<file path="src/rtl/dpd_layer_scheduler_pkg.sv">
// Shared state type and derived sizes for the DPD layer scheduler.
package dpd_sched_pack;

  localparam int IN_SIZE  = 14;
  localparam int HID_SIZE = 12;
  localparam int OUT_SIZE = 2;
  localparam int PAR      = 3;
  localparam int DENSE    = 1;

  localparam int FAN1     = HID_SIZE * (1 + DENSE);
  localparam int CH0      = (IN_SIZE + PAR - 1) / PAR;
  localparam int CH1      = (FAN1 + PAR - 1) / PAR;
  localparam int BASE1    = HID_SIZE * CH0;
  localparam int TOTAL_CH = BASE1 + OUT_SIZE * CH1;

  function automatic int width_of(input int n);
    return (n <= 2) ? 1 : $clog2(n);
  endfunction

  localparam int AW = width_of(TOTAL_CH);
  localparam int NW = width_of(HID_SIZE + OUT_SIZE);
  localparam int IW = width_of((IN_SIZE > HID_SIZE) ? IN_SIZE : HID_SIZE);
  localparam int EW = width_of(FAN1);
  localparam int CW = width_of((CH1 > CH0) ? CH1 : CH0);

  typedef enum logic [2:0] {
    IDLE   = 3'd0,
    RUN0   = 3'd1,
    DRAIN0 = 3'd2,
    RUN1   = 3'd3,
    DRAIN1 = 3'd4,
    DONE   = 3'd5
  } sched_state_e;

endpackage

</file>
<file path="src/rtl/dpd_layer_scheduler_wb_delay.sv">
// Fixed-depth valid/tag delay matching the MAC accumulate latency; depth 0 is a wire.
module dpd_wb_delay #(
  parameter int DEPTH = 3,
  parameter int TW    = 5
) (
  input  logic          clk,
  input  logic          rst_n,
  input  logic          in_valid,
  input  logic [TW-1:0] in_tag,
  output logic          out_valid,
  output logic [TW-1:0] out_tag
);

  generate
    if (DEPTH == 0) begin : g_pass
      assign out_valid = in_valid;
      assign out_tag   = in_tag;
    end else begin : g_pipe
      logic [DEPTH-1:0] v_r;
      logic [TW-1:0]    t_r [DEPTH];

      // shift stage 0 from the input, later stages from their predecessor
      always_ff @(posedge clk or negedge rst_n) begin
        if (!rst_n) begin
          v_r <= '0;
          for (int i = 0; i < DEPTH; i++) t_r[i] <= '0;
        end else begin
          v_r[0] <= in_valid;
          t_r[0] <= in_tag;
          for (int i = 1; i < DEPTH; i++) begin
            v_r[i] <= v_r[i-1];
            t_r[i] <= t_r[i-1];
          end
        end
      end

      assign out_valid = v_r[DEPTH-1];
      assign out_tag   = t_r[DEPTH-1];
    end
  endgenerate

endmodule

</file>
<file path="src/rtl/dpd_layer_scheduler.sv">
// Sequences one shared PAR-lane MAC through the hidden and output FC layers per sample.
// Optional macro SCHED_PERF_EN adds the perf_busy / perf_stall counters.
module dpd_layer_scheduler
  import dpd_sched_pack::*;
#(
  parameter int MAC_LAT = 3
) (
  input  logic           clk,
  input  logic           rst_n,
  input  logic           s_valid,
  output logic           s_ready,
  output logic           m_valid,
  input  logic           m_ready,
  output logic [AW-1:0]  w_addr,
  output logic [NW-1:0]  b_addr,
  output logic           layer,
  output logic           act_src,
  output logic [IW-1:0]  act_base,
  output logic [PAR-1:0] lane_mask,
  output logic           issue,
  output logic           acc_clr,
  output logic           acc_last,
  output logic           wb_valid,
  output logic           wb_layer,
  output logic [NW-1:0]  wb_idx
`ifdef SCHED_PERF_EN
  ,
  output logic [15:0]    perf_busy,
  output logic [15:0]    perf_stall
`endif
);

  sched_state_e  state;
  logic [CW-1:0] chunk;
  logic [NW-1:0] neuron;
  logic [NW-1:0] issue_n;
  logic [AW-1:0] addr;
  logic [EW-1:0] elem;

  logic           hs_s;
  logic           drain_done_s;
  logic           go_s;
  logic           go_layer_s;
  logic           last_chunk_s;
  logic           last_neuron_s;
  logic           src_s;
  logic [IW-1:0]  base_s;
  logic [PAR-1:0] mask_s;

  assign hs_s = (state == IDLE) && s_valid && s_ready;

  // next-issue decode; DRAIN0 issues the first layer-1 chunk on the cycle it exits
  always_comb begin
    go_layer_s = (state == RUN1) || (state == DRAIN0);
    if (state == DRAIN0) begin
      drain_done_s = wb_valid && !wb_layer && (wb_idx == NW'(HID_SIZE - 1));
    end else if (state == DRAIN1) begin
      drain_done_s = wb_valid && wb_layer && (wb_idx == NW'(OUT_SIZE - 1));
    end else begin
      drain_done_s = 1'b0;
    end
    go_s = hs_s || (state == RUN0) || (state == RUN1) || ((state == DRAIN0) && drain_done_s);
    last_chunk_s  = (chunk == (go_layer_s ? CW'(CH1 - 1) : CW'(CH0 - 1)));
    last_neuron_s = (neuron == (go_layer_s ? NW'(OUT_SIZE - 1) : NW'(HID_SIZE - 1)));
    for (int k = 0; k < PAR; k++) begin
      mask_s[k] = ((int'(elem) + k) < (go_layer_s ? FAN1 : IN_SIZE));
    end
    if (go_layer_s && (elem >= EW'(HID_SIZE))) begin
      src_s  = 1'b0;
      base_s = IW'(elem - EW'(HID_SIZE));
    end else begin
      src_s  = go_layer_s;
      base_s = IW'(elem);
    end
  end

  // scheduler FSM with chunk/neuron/address counters and registered MAC controls
  always_ff @(posedge clk or negedge rst_n) begin
    if (!rst_n) begin
      state     <= IDLE;
      s_ready   <= 1'b0;
      m_valid   <= 1'b0;
      chunk     <= '0;
      neuron    <= '0;
      issue_n   <= '0;
      addr      <= '0;
      elem      <= '0;
      w_addr    <= '0;
      b_addr    <= '0;
      layer     <= 1'b0;
      act_src   <= 1'b0;
      act_base  <= '0;
      lane_mask <= '0;
      issue     <= 1'b0;
      acc_clr   <= 1'b0;
      acc_last  <= 1'b0;
    end else begin
      issue     <= go_s;
      acc_clr   <= go_s && (chunk == '0);
      acc_last  <= go_s && last_chunk_s;
      lane_mask <= go_s ? mask_s : '0;
      if (go_s) begin
        w_addr   <= addr;
        b_addr   <= go_layer_s ? (NW'(HID_SIZE) + neuron) : neuron;
        layer    <= go_layer_s;
        act_src  <= src_s;
        act_base <= base_s;
        issue_n  <= neuron;
        addr     <= (go_layer_s && last_chunk_s && last_neuron_s) ? '0 : (addr + AW'(1));
        if (last_chunk_s) begin
          chunk  <= '0;
          elem   <= '0;
          neuron <= last_neuron_s ? '0 : (neuron + NW'(1));
        end else begin
          chunk  <= chunk + CW'(1);
          elem   <= elem + EW'(PAR);
        end
      end
      case (state)
        IDLE: begin
          s_ready <= !hs_s;
          if (hs_s) state <= RUN0;
        end
        RUN0:   if (last_chunk_s && last_neuron_s) state <= DRAIN0;
        DRAIN0: if (drain_done_s) state <= RUN1;
        RUN1:   if (last_chunk_s && last_neuron_s) state <= DRAIN1;
        DRAIN1: begin
          if (drain_done_s) begin
            state   <= DONE;
            m_valid <= 1'b1;
          end
        end
        DONE: begin
          if (m_ready) begin
            state   <= IDLE;
            m_valid <= 1'b0;
            s_ready <= 1'b1;
          end
        end
        default: begin
          state   <= IDLE;
          s_ready <= 1'b0;
          m_valid <= 1'b0;
        end
      endcase
    end
  end

  dpd_wb_delay #(
    .DEPTH (MAC_LAT),
    .TW    (NW + 1)
  ) u_wb_delay (
    .clk       (clk),
    .rst_n     (rst_n),
    .in_valid  (acc_last),
    .in_tag    ({layer, issue_n}),
    .out_valid (wb_valid),
    .out_tag   ({wb_layer, wb_idx})
  );

`ifdef SCHED_PERF_EN
  logic [15:0] busy_cnt;

  // busy_cnt counts from the handshake edge so the latched value equals the m_valid latency
  always_ff @(posedge clk or negedge rst_n) begin
    if (!rst_n) begin
      busy_cnt   <= 16'd0;
      perf_busy  <= 16'd0;
      perf_stall <= 16'd0;
    end else begin
      if (hs_s) begin
        busy_cnt <= 16'd1;
      end else if (busy_cnt != 16'hFFFF) begin
        busy_cnt <= busy_cnt + 16'd1;
      end
      if ((state == DRAIN1) && drain_done_s) perf_busy <= busy_cnt + 16'd1;
      if (hs_s) begin
        perf_stall <= 16'd0;
      end else if ((state == DONE) && !m_ready && (perf_stall != 16'hFFFF)) begin
        perf_stall <= perf_stall + 16'd1;
      end
    end
  end
`endif

endmodule
</file>
<file path="config.mk">
export PLATFORM = sky130hd
export DESIGN_NAME = dpd_layer_scheduler
export DESIGN_NICKNAME = d
export VERILOG_FILES = /design/src/rtl/dpd_layer_scheduler_pkg.sv /design/src/rtl/dpd_layer_scheduler_wb_delay.sv /design/src/rtl/dpd_layer_scheduler.sv
export SDC_FILE = /design/constraint.sdc
export NUM_CORES = 1
export LEC_CHECK = 0
export BUFFER_PORTS_ARGS = -buffer_cell sky130_fd_sc_hd__buf_4
export CAP_MARGIN = 15
export CORE_ASPECT_RATIO = 0.8
export CORE_MARGIN = 3
export CORE_UTILIZATION = 30
export DETAILED_ROUTE_END_ITERATION = 8
export GPL_TIMING_DRIVEN = 0
export PLACE_DENSITY = 0.51
export SETUP_SLACK_MARGIN = 0.02
export SLEW_MARGIN = 20
export SYNTH_ARGS = -nofsm -noshare
export SYNTH_HDL_FRONTEND = slang
export SYNTH_SLANG_ARGS = --single-unit
</file>
<file path="constraint.sdc">
create_clock -name clk -period 1.9 [get_ports clk]
set_input_delay 0.095 -clock clk [delete_from_list [all_inputs] [get_ports clk]]
set_output_delay 0.095 -clock clk [all_outputs]
set_load 0.005 [all_outputs]
</file>
==> impl_results.md <==
- Clock sink total: 67
- DR iter-0 viols: roughly 130
- CTS root buf: clkbuf_16
- Count of different cell masters after synthesis: 52
- Number of synthesized flops with an enable pin: 0
- Number of vias in the routed layout: approximately 2.3k
- Routed length per instance: 14.8 um
- CP arrival: roughly 2.0 ns
- Number of global-route vias before repair: about 2.4k
- Max-cap violations: 0
- CTS Buf Count: 9
- Grt total ovfl: 0
- Crit-path cells: buf_6 > or3_1 > a211o_1 > nor2_4 > nand2_2 > mux2_4
- Critical Path Sink Type: flop
- Synth Instances: between 300 and 400
- Slowest CP cell: dfrtp_1
- Req. time, crit path: 2.11 ns
- DPL Wire Length: slightly above 5000 um
- Setup_tns: 0 ns
- Fin nets: between 300 and 400
- Routability cong.: 0.833
- Peak supply drop: 0.699 mV
- Router iterations before antenna repair: 4
- Buffers added on ports: 34
- Slew Limit Fails: 0
- Via density: 4.64
- Global-route wire length before repair: 12300 um
- Setup-failing EPs final: 0
- Share of the synthesized area in the top cell type: 0.541
- Pwr dens: about 1600 nW/um^2
- Share of layout cells above drive strength 1: 0.253
- Relative slew slack: 0.431
- Synthesized area per cell: roughly 10 sq um
- Core area: around 10000 sq um
- Antenna Diode Count: 0
- Chip width: 120 um
- Total wire length: ~7300 um
- Area leader, netlist: dfrtp_1
- Starting Density: 0.315
- Synth Flop Type: dfrtp_1
- Hold violation total from the final report: 0
- CTS tree: built
- Min-delay worst type: in2reg
- # fillers: 1041
- Final ANT Viol Nets: 0
- Final setup margin: 0.0692 ns
- Clock insertion delay at the later pin of the skew report: between 0.3 and 0.4 ns
- Number of cell rows: 32
- CP delay by family, top: simple AND/OR/NAND/NOR gates
- Synth top area cells: dfrtp_1 (54%), nand2_1 (7.3%), ha_1 (4.8%)
- Worst setup SP type: flop
- Die area: between 10000 and 15000 sq um
- Die height: between 90 and 100 um
- Clock buffer depth: 2
- Final Skew: 0.00469 ns
- Buf+Inv Stages, Crit Path: 1
- Seq/Total Area, Yosys: 0.541
- Post-layout min period: around 1.8 ns
- Crit Path Class: reg2reg
- Largest net degree at the start of global routing: 68
- GRT Total Usage: 0.134
- H-tree levels: 3
- Antenna violations before repair: 0
- Clk pin slew, worst setup/hold paths: 0.05 ns
- Status: finished clean
- Final period util: 0.964
- CP peak stage delay: 0.41 ns
- Worst Tran Pin Value: around 0.85 ns
- Worst slack, placed: -0.114 ns
- Setup repair after global routing missed its margin: true
- Seq cells post-synth: 67
- Fraction of registers with async set or reset after synthesis: 1.00
- F_max: roughly 550 MHz
- Max FO, Critical Path: 10
- Residual DRC: 0
- Synth Cell Area: just over 3000 sq um
- Post-synth net total: 320
- Area grow syn2layout: 26.7%
- YS warnings: 0
- # IOs: 35
- P_leak: approximately 1.9 nW
## sequential cells by signal (all words and copies together) (netlist names), 2 cells and up
signal and cells:
u_wb_delay.g_pipe.t_r 10, state 3, u_wb_delay.out_tag 5, addr 7, issue_n 2, w_addr 7, neuron 4, lane_mask 3
u_wb_delay.g_pipe.v_r 3, b_addr 4, elem 5, act_base 4, chunk 3
## synth_stat cells (all sizes together) (2+ instances only)
library cell and instances:
a211o 2, a21o 4, a21oi 7, a221oi 2, a22o 4, a31o 3
a31oi 6, and2 3, and3 4, and3b 2, and4b 2, buf 13
clkbuf 5, dfrtp 67, ha 12, inv 10, nand2 61, nand2b 2
nand3 8, nand4 2, nor2 19, nor2b 5, nor3 5, o21a 2
o21ai 23, o31ai 3, or2 2, or3 2, xnor2 7, xor2 4
## layer usage
layer,global-route usage,up-vias,share of wire
li1,-,1145,-
met1,0.190,1105,0.52
met2,0.193,43,0.42
met3,0.0514,6,0.043
met4,0.0343,0,0.0093
met5,0,-,0
## stage by stage
step | std cells | total power, mW | cell area [sq um] | util | hold WS [ns]
3_3_place_gp | 474 | 4.47 | 3530 | 0.358 | 0.262
4_1_cts | 494 | 6.29 | 3890 | 0.395 | 0.0936
3_5_place_dp | 474 | 4.52 | 3530 | 0.358 | 0.270
6_report | 496 | 6.26 | 3930 | 0.399 | 0.113
2_1_floorplan | 304 | 3.65 | 3100 | - | -0.201
5_1_grt | 496 | 6.76 | 3930 | 0.399 | 0.133
## final timing paths
path,startpoint,end,slack (ns),depth (start not counted)
setup / recovery,state[1]$_DFFE_PN0P_,neuron[2]$_DFFE_PN0P_,0.07,6
max in group asynchronous,rst_n,state[2]$_DFFE_PN0P_,0.87,2
hold reg to reg,u_wb_delay.g_pipe.t_r[11]$_DFF_PN0_,u_wb_delay.g_pipe.t_r[6]$_DFF_PN0_,0.35,0
setup reg to reg,state[1]$_DFFE_PN0P_,neuron[2]$_DFFE_PN0P_,0.07,6
min in group asynchronous,rst_n,w_addr[4]$_DFFE_PN0P_,0.41,2
hold / removal,s_valid,s_ready$_DFFE_PN0P_,0.11,4
## placed cells by master (no fill, tap or decap), types with 5 or more instances in the layout
cell type   n
nor2b_1     5
ha_1       12
xnor2_1     7
o21ai_0    19
nand2_1    59
clkbuf_16   9
nor2_1     18
a31oi_1     6
buf_4      50
inv_1       8
nand3_1     8
a21oi_1     7
dfrtp_1    66
## what timing repair did
| action | in CTS | in global routing |
|---|---|---|
| setup buffers | 3 | 2 |
| pin swaps | 2 | 2 |
| endpoints found under the setup margin | 41 | 18 |
| resized for setup | 9 | 7 |
| hold buffers | 1 | 0 |
| endpoints found under the hold margin | 67 | 0 |
## tightest hold or removal path, cell delays in order
cell and delay [ns]:
buf_4 0.08, nand2_1 0.06, nor2_1 0.08, a221oi_1 0.08
## where the power goes
group	switching (mW)	internal (mW)	total [mW]
Clock	0.611	1.05	1.66
Sequential	0.431	1.90	2.33
Combinational	1.22	1.05	2.27
Total	2.26	4.00	6.26
## final cells by class
cell class / instances / area (sq um) / share of cell area
sequential: 67 / 1680 / 0.427
multi-input combinational: 209 / 1310 / 0.334
timing repair buffer: 40 / 303 / 0.0770
clock buffer: 10 / 239 / 0.0608
tap: 136 / 170 / 0.0433
buffer: 18 / 121 / 0.0309
clock inverter: 6 / 65.1 / 0.0165
inverter: 10 / 42.5 / 0.0108
## cell families after synthesis
| logic type | synth area share |
|---|---|
| buffers and inverters | 0.0500 |
| AOI/OAI and AO/OA | 0.136 |
| xor gates and xnor gates | 0.0311 |
| muxes | 0.00807 |
| DFF | 0.541 |
| and+or+nand+nor | 0.186 |
| adders and majority gates | 0.0484 |
No activity file was read; power rests on OpenSTA's default activity.
